File: config.mk
export PLATFORM = sky130hd
export DESIGN_NAME = wbc_rr_arbiter
export DESIGN_NICKNAME = d
export VERILOG_FILES = /design/src/rtl/wbc_rr_arbiter.sv
export SDC_FILE = /design/constraint.sdc
export NUM_CORES = 1
export LEC_CHECK = 0
export ABC_AREA = 1
export BUFFER_PORTS_ARGS = -buffer_cell sky130_fd_sc_hd__buf_2
export CORE_MARGIN = 2
export CORE_UTILIZATION = 50
export CTS_CLUSTER_SIZE = 12
export DETAILED_ROUTE_END_ITERATION = 10
export GPL_ROUTABILITY_DRIVEN = 0
export PLACE_DENSITY_LB_ADDON = 0.15
export SYNTH_ARGS = -nofsm -noshare
export SYNTH_HDL_FRONTEND = slang
export SYNTH_SLANG_ARGS = --single-unit
File: constraint.sdc
create_clock -name clk_i -period 4.19 [get_ports clk_i]
set_clock_uncertainty 0.05 [all_clocks]
set_input_delay 0.2095 -clock clk_i [delete_from_list [all_inputs] [get_ports clk_i]]
set_output_delay 0.2095 -clock clk_i [all_outputs]
set_load 0.02 [all_outputs]
File: src/rtl/wbc_rr_arbiter.sv
// Round-robin WISHBONE control-intercon arbiter with a stalled-strobe watchdog.
// Grants are held for a whole cyc tenure; stalled strobes are aborted with a one-cycle error pulse.
module wbc_rr_arbiter #(
    parameter int NUM_MASTERS = 3,
    parameter int TIMEOUT     = 255,
    parameter int TO_WIDTH    = 8
) (
    input  logic       clk_i,
    input  logic       rst_n_i,
    input  logic [3:0] req_i,
    input  logic       stb_i,
    input  logic       slv_ack_i,
    input  logic       slv_err_i,
    input  logic       slv_rty_i,
    output logic [3:0] gnt_o,
    output logic [1:0] gnt_idx_o,
    output logic       busy_o,
    output logic       to_err_o,
    output logic [7:0] to_count_o
);

    typedef enum logic [1:0] {
        IDLE  = 2'd0,
        OWN   = 2'd1,
        ABORT = 2'd2
    } state_t;

    localparam logic [1:0]          LAST_INIT = 2'(NUM_MASTERS - 1);
    localparam logic [TO_WIDTH-1:0] WD_LAST   = TO_WIDTH'(TIMEOUT - 1);
    localparam logic [TO_WIDTH-1:0] WD_ONE    = TO_WIDTH'(1);

    state_t              state_q, state_d;
    logic [1:0]          owner_q, owner_d;
    logic [1:0]          last_q, last_d;
    logic [3:0]          gnt_q, gnt_d;
    logic [TO_WIDTH-1:0] wd_q, wd_d;
    logic                abort_new_q, abort_new_d;
    logic                to_err_q, to_err_d;
    logic [7:0]          to_count_q, to_count_d;

    logic [1:0]          cand;
    logic [1:0]          pick_idx;
    logic                pick_found;
    logic                owner_req;
    logic                slv_term;

    assign owner_req = req_i[owner_q];
    assign slv_term  = slv_ack_i | slv_err_i | slv_rty_i;

    // Search starts just after the last owner, so only indices below NUM_MASTERS are ever examined.
    always_comb begin
        pick_found = 1'b0;
        pick_idx   = last_q;
        cand       = '0;
        for (int i = 1; i <= NUM_MASTERS; i++) begin
            cand = 2'((int'(last_q) + i) % NUM_MASTERS);
            if (!pick_found && req_i[cand]) begin
                pick_found = 1'b1;
                pick_idx   = cand;
            end
        end
    end

    always_comb begin
        state_d     = state_q;
        owner_d     = owner_q;
        last_d      = last_q;
        wd_d        = wd_q;
        abort_new_d = 1'b0;
        to_err_d    = abort_new_q;
        to_count_d  = to_count_q;
        gnt_d       = '0;

        unique case (state_q)
            IDLE: begin
                wd_d = '0;
                if (pick_found) begin
                    state_d = OWN;
                    owner_d = pick_idx;
                end
            end
            OWN: begin
                // A dropped request outranks a timeout firing in the same cycle.
                if (!owner_req) begin
                    state_d = IDLE;
                    last_d  = owner_q;
                    wd_d    = '0;
                end else if (!stb_i || slv_term) begin
                    wd_d = '0;
                end else if (wd_q == WD_LAST) begin
                    state_d     = ABORT;
                    wd_d        = '0;
                    abort_new_d = 1'b1;
                    if (to_count_q != 8'hFF) begin
                        to_count_d = to_count_q + 8'd1;
                    end
                end else begin
                    wd_d = wd_q + WD_ONE;
                end
            end
            ABORT: begin
                wd_d = '0;
                if (!owner_req) begin
                    state_d = IDLE;
                    last_d  = owner_q;
                end
            end
            default: begin
                state_d = IDLE;
                wd_d    = '0;
            end
        endcase

        if (state_d != IDLE) begin
            gnt_d = 4'b0001 << owner_d;
        end
    end

    always_ff @(posedge clk_i or negedge rst_n_i) begin
        if (!rst_n_i) begin
            state_q     <= IDLE;
            owner_q     <= '0;
            last_q      <= LAST_INIT;
            gnt_q       <= '0;
            wd_q        <= '0;
            abort_new_q <= 1'b0;
            to_err_q    <= 1'b0;
            to_count_q  <= '0;
        end else begin
            state_q     <= state_d;
            owner_q     <= owner_d;
            last_q      <= last_d;
            gnt_q       <= gnt_d;
            wd_q        <= wd_d;
            abort_new_q <= abort_new_d;
            to_err_q    <= to_err_d;
            to_count_q  <= to_count_d;
        end
    end

    assign gnt_o      = gnt_q;
    assign gnt_idx_o  = owner_q;
    assign busy_o     = (state_q != IDLE);
    assign to_err_o   = to_err_q;
    assign to_count_o = to_count_q;

endmodule

==> results of run 1 <==
kinds of logic after synthesis:
kind of cell	after synthesis	synth area share [%]
and+or+nand+nor	126	34.66
buffers and inverters	36	7.798
DFF	28	40.51
xor gates and xnor gates	11	5.993
adders and majority gates	10	7.220
AOI/OAI and AO/OA	6	2.961
muxes	1	0.8662
worst max-delay path by stage:
| stage | to | depth (start not counted) | from |
|---|---|---|---|
| 2_1_floorplan | gnt_o[1]$_DFF_PN0_ | 11 | last_q[1]$_DFFE_PN1P_ |
| 3_3_place_gp | gnt_o[1]$_DFF_PN0_ | 11 | last_q[1]$_DFFE_PN1P_ |
| 3_5_place_dp | gnt_o[1]$_DFF_PN0_ | 13 | last_q[0]$_DFFE_PN0P_ |
| 4_1_cts | gnt_o[1]$_DFF_PN0_ | 13 | last_q[0]$_DFFE_PN0P_ |
| 5_1_grt | gnt_o[3]$_DFF_PN0_ | 14 | last_q[0]$_DFFE_PN0P_ |
| 6_report | gnt_o[1]$_DFF_PN0_ | 13 | last_q[0]$_DFFE_PN0P_ |
cells in the final DEF, fill, tap and decap left out:
cell type / count
dfrtp_1: 27
nand2_1: 62
mux2_4: 1
inv_2: 3
nand3_4: 1
buf_2: 25
nor2_4: 2
dlygate4sd3_1: 1
nand2_4: 1
ha_1: 10
inv_1: 33
o21ai_4: 1
dfstp_2: 1
nor2_2: 3
nand3_2: 3
nor3b_1: 1
nand2_2: 7
o21ai_0: 2
xor2_1: 8
nand3b_1: 2
xnor2_1: 2
nor2_1: 19
nor3_1: 3
a21oi_2: 2
nand4_1: 4
clkbuf_4: 3
o21bai_1: 1
nand3_1: 18
xnor2_2: 1
clkbuf_1: 1
critical path, stage by stage, from the launching register on:
cell     delay [ns]
dfrtp_1        0.42
inv_1          0.06
ha_1           0.35
inv_2          0.08
nand2_1        0.07
nand3_2        0.09
nand2_4        0.12
nand3_4        0.10
o21ai_4        0.16
nand2_1        0.08
nand2_2        0.11
nand2_1        0.08
nand2_1        0.06
inv_1          0.03
registers in the layout, indices dropped and copies added (netlist names):
register and cells:
gnt_idx_o 2, abort_new_q 1, state_q 2, wd_q 8
to_count_o 8, gnt_o 4, to_err_o 1, last_q 2
final cells by class:
class | instances | area (sq um)
clock buffers | 4 | 26.28
fillers | 313 | 1385
inverters | 36 | 135.1
multi-input cells | 154 | 895.9
flip-flops and latches | 28 | 701.9
well taps | 46 | 57.56
repair buffers | 26 | 135.1
power breakdown:
group | leakage, nW | switching [mW] | internal, mW | total, mW
Combinational | 0.695 | 0.423 | 0.206 | 0.629
Sequential | 0.377 | 0.0247 | 0.309 | 0.334
Clock | 0.0150 | 0.0749 | 0.0374 | 0.112
repair_timing:
item,CTS,global route
endpoints found under the hold margin,27,0
hold buffers,1,0
resized for setup,0,0
layer usage:
layer | up-vias | global-route usage, % | part of all wire (%)
li1 | 732 | - | -
met1 | 635 | 23.25 | 48
met2 | 33 | 27.79 | 46
met3 | 5 | 3.243 | 4.0
met4 | 0 | 7.778 | 1.9
met5 | - | 0 | 0
stage by stage:
stage / instances / instance area (sq um) / setup slack (ns) / util (%) / hold WS, ns
2_1_floorplan: 218 / 1733 / 2.383 / - / -0.1361
3_3_place_gp: 289 / 1916 / 2.297 / 57.41 / 0.2068
3_5_place_dp: 289 / 1916 / 2.239 / 57.41 / 0.2136
4_1_cts: 294 / 1952 / 2.215 / 58.49 / 0.2772
5_1_grt: 294 / 1952 / 2.009 / 58.49 / 0.2914
6_report: 294 / 1952 / 2.232 / 58.49 / 0.2913
==> summary.txt, run 1 <==
top cells by area, synth = dfrtp_1 39%, nand2_1 13%, ha_1 7.2%, inv_1 7.1%, nand3_1 5.2%
crit end category = register
Root Buffer = clkbuf_4
CTS Sinks = 28
main flop type after synthesis = dfrtp_1
synth cell count leaders = 62 x nand2_1, 33 x inv_1, 27 x dfrtp_1
Post CTS Setup Buffer Count = 0
count leader, synth = nand2_1
IO Pins = 26
fin crit period = 1.958 ns
Netlist cell types = 26
FMAX = 0.5109 GHz
gr usage total = 17.52%
row cnt = 21
Yosys warnings = 0
ratio of cells with drive above 1 in the final layout = 21.77%
flop-to-flop setup slack = 2.23 ns
final setup fails = 0
CP startpoint kind = register
CTS clk-pin slew, worst paths = 0.14 ns
worst hold start = slv_rty_i
vias in the first global route = 1,307
hold path endpoint = abort_new_q$_DFF_PN0_
post-DR vias/cell = 4.779
setup tns final = 0 ns
final number of hold-violating endpoints = 0
register area share after synthesis = 40.51%
Clock Latency Late Sink = 0.33 ns
Placeable Area = 3337 sq um
GRT Residual Overflow = 0
P&R area growth vs syn = 12.64%
Final Slew Violations = 0
RSZ-0062 raised after global routing = false
P per Cell Area = 550.8 nW/um^2
antenna violations before repair = 0
IO Port Bufs = 25
Reg2Reg Capture Point = gnt_o[1]$_DFF_PN0_
syn_area_per_cell = 7.949 sq um
Post-synth ARST share = 100.0%
critical path required time = 4.38 ns
WL final = 3068 um
max-cap violation count = 0
first-pass GRT wire length = 5561 um
dpl hpwl = 2396 um
n_diodes = 0
die width = 62.87 um
Max-slew headroom = 58.97%
run status = completed
Power Total = 1.075 mW
via count = 1,405
synthesized net count = 238
Synth top area share = 38.99%
Die H = 62.87 um
CP arrival = 2.15 ns
CTS tree = yes
Crit Reg-Reg Startpoint = last_q[0]$_DFFE_PN0P_
measured slew at the worst slew-check pin = 0.6155 ns
flops & latches, synth = 28
crit-path max FO = 7
H-tree depth = 1
initial DRC count = 62
Post-Syn Instances = 218
router iterations before antenna repair = 4
Cells on Worst Hold Path = 6
Mapped Area = 1733 sq um
class of the worst hold path = in -> reg
DRC violations left = 0
Wirelength per Cell = 10.44 um
cell depth of the worst flop-to-flop path = 13
Post-synth EDFFs = 0
leakage = 1.088 nW
die area = 3953 sq um
Setup CP Type = reg -> reg
fin crit share = 46.72%
Synth area leader = dfrtp_1
largest net degree at the start of global routing = 29
post-route ant nets = 0
Peak supply drop = 0.4312 mV
nets@finish = 269
Initial Utilization = 51.93%
TritonCTS Buffers = 3
CTS max path bufs = 2
No activity file was read; power rests on OpenSTA's default activity.
==> run 2, diff against run 1 <==
==> constraint.sdc (replaced) <==
create_clock -name clk_i -period 1.84 [get_ports clk_i]
set_clock_uncertainty 0.05 [all_clocks]
set_input_delay 0.092 -clock clk_i [delete_from_list [all_inputs] [get_ports clk_i]]
set_output_delay 0.092 -clock clk_i [all_outputs]
set_load 0.02 [all_outputs]
==> run 2 against run 1 <==
Compared with the run above:
- the flow now finishes with violations (negative setup slack)
- non-clock buffer count is 8 higher
- count of clock-buffer cells in the layout stayed put
- core utilization is 4.0 points higher
- highest routed layer unchanged
- sequential share of layout area is 2.3 points lower
- combinational power grew to 2.7 times the previous value
- first-iteration DRC count is 19% higher
- critical path depth is 2 lower
==> summary.txt, run 2 (same netlist as run 1, synthesis figures left out) <==
run status = complete, but fails checks
failing checks = negative setup slack
Die H = 62.87 um
CP bufs+invs = 1
CTS max path bufs = 2
most frequent cells in the layout = 51 x nand2_1, 32 x inv_1, 27 x dfrtp_1, 25 x buf_2
post-DR vias/cell = 4.712
crit end category = register
Peak supply drop = 0.9706 mV
Clock power frac = 9.4%
vias in the first global route = 1,403
class of the worst hold path = in -> reg
Setup CP Type = reg -> reg
CTS Sinks = 28
fin crit share = 100.7%
largest net degree at the start of global routing = 29
nets@finish = 277
worst hold start = slv_ack_i
final number of hold-violating endpoints = 0
RSZ-0062 raised after global routing = true
CP delay by family, top = simple AND/OR/NAND/NOR gates
IO Port Bufs = 25
dpl hpwl = 2448 um
ratio of cells with drive above 1 in the final layout = 30.08%
crit-path most repeated cell = nand2_2
die width = 62.87 um
Worst path slowest cell = dfstp_2
DRC violations left = 0
post-route ant nets = 0
die area = 3953 sq um
GRT Residual Overflow = 0
CTS tree = yes
initial DRC count = 74
Pint = 1.419 mW
Placeable Area = 3337 sq um
measured slew at the worst slew-check pin = 0.6074 ns
fin area = 2085 sq um
P&R area growth vs syn = 20.29%
setup ws final = -0.01223 ns
CP arrival = 2.05 ns
Max-slew headroom = 59.51%
row cnt = 21
Crit Reg-Reg Startpoint = last_q[1]$_DFFE_PN1P_
combinational fraction of design power = 62.8%
IO Pins = 26
max-cap violation count = 0
FILL cells = 302
Clock Latency Late Sink = 0.33 ns
placed cell areas = 1968 sq um
CTS clk-pin slew, worst paths = 0.15 ns
CP startpoint kind = register
CP startpoint = last_q[1]$_DFFE_PN1P_
Sw Share = 48.17%
most common cell after layout, fill and taps aside = nand2_1
worst hold slack = 0.1236 ns
gr usage total = 17.83%
P per Cell Area = 1313 nW/um^2
Initial Utilization = 51.93%
first-pass GRT wire length = 5699 um
Wirelength per Cell = 10.24 um
fin crit period = 1.852 ns
register share of total power = 27.8%
WL final = 3093 um
critical path required time = 2.04 ns
Final Slew Violations = 0
TritonCTS Buffers = 3
H-tree depth = 1
router iterations before antenna repair = 4
final setup fails = 3
FMAX = 0.5399 GHz
leakage = 1.133 nW
via count = 1,423
crit path cell chain = ha_4 > nand2_2 > nand3_4 > nand2_4 > nand3_4 > o21ai_4 > nand2_2 > nand2_4 > nand2_2 > nand2_1 > inv_1
n_diodes = 0
crit-path max FO = 7
Root Buffer = clkbuf_4
Net Sw Power = 1.318 mW
CP max stage delay = 0.60 ns
antenna violations before repair = 0
==> run 2: cell count changes in the layout (fill, tap and decap cells not counted), sizes merged <==
cell  delta
buf      +8
==> run 2: layout make-up <==
cell class / instances / area, sq um / area share, %
clock buffers: 4 / 26.28 / 1.261
inverters: 36 / 137.6 / 6.603
repair buffers: 34 / 195.2 / 9.364
multi-input cells: 154 / 965.9 / 46.34
flip-flops and latches: 28 / 701.9 / 33.67
well taps: 46 / 57.56 / 2.761
==> run 2: what timing repair did <==
action,in CTS,in global routing
resized for setup,8,12
buffers inserted,0,1
gates cloned,0,0
endpoints found under the hold margin,27,0
hold buffers,1,0
setup endpoints to repair,4,12
pin swaps,11,11
==> run 2: power by group through the flow <==
stage	Clock (mW)	Sequential (mW)	Combinational [mW]
6_report	0.257	0.761	1.72
5_1_grt	0.294	0.774	1.96
3_5_place_dp	0	0.765	1.51
2_1_floorplan	0	0.814	1.09
4_1_cts	0.269	0.759	1.61
3_3_place_gp	0	0.763	1.49
==> run 2: stage by stage <==
step                util, %  setup WS (ns)   TNS, ns  cells  power (mW)
floorplan                 -        0.03307         0    218       1.909
finish                62.47       -0.01223  -0.02707    302       2.737
global placement      58.98       -0.03964   -0.1155    296       2.250
detailed placement    58.98        -0.1100   -0.3448    296       2.271
CTS                   61.12       -0.03201  -0.09139    301       2.638
global route          62.47        -0.1517   -0.6423    302       3.027
==> run 2: tightest hold or removal path, delay by kind of cell <==
kind                   cells  cell delay (ns)
and+or+nand+nor            3             0.30
buffers and inverters      1             0.07
==> run 2: metal layers <==
metal / routed length [um] / vias up / global-route usage, %
met5: 0 / - / 0
met4: 34 / 0 / 5.833
met3: 82 / 4 / 2.162
met2: 1534 / 24 / 32.18
met1: 1442 / 648 / 21.88
li1: - / 747 / -
==> run 2: path summary, 6_finish.rpt <==
| check | endpoint | slack, ns | depth (start not counted) |
|---|---|---|---|
| min in group asynchronous | to_count_o[2]$_DFFE_PN0P_ | 0.24 | 2 |
| min reg2reg | to_err_o$_DFF_PN0_ | 0.31 | 0 |
| min | wd_q[6]$_DFF_PN0_ | 0.12 | 4 |
| max reg2reg | gnt_o[1]$_DFF_PN0_ | -0.01 | 11 |
| max | gnt_o[1]$_DFF_PN0_ | -0.01 | 11 |
| max in group asynchronous | to_count_o[6]$_DFFE_PN0P_ | 1.10 | 2 |
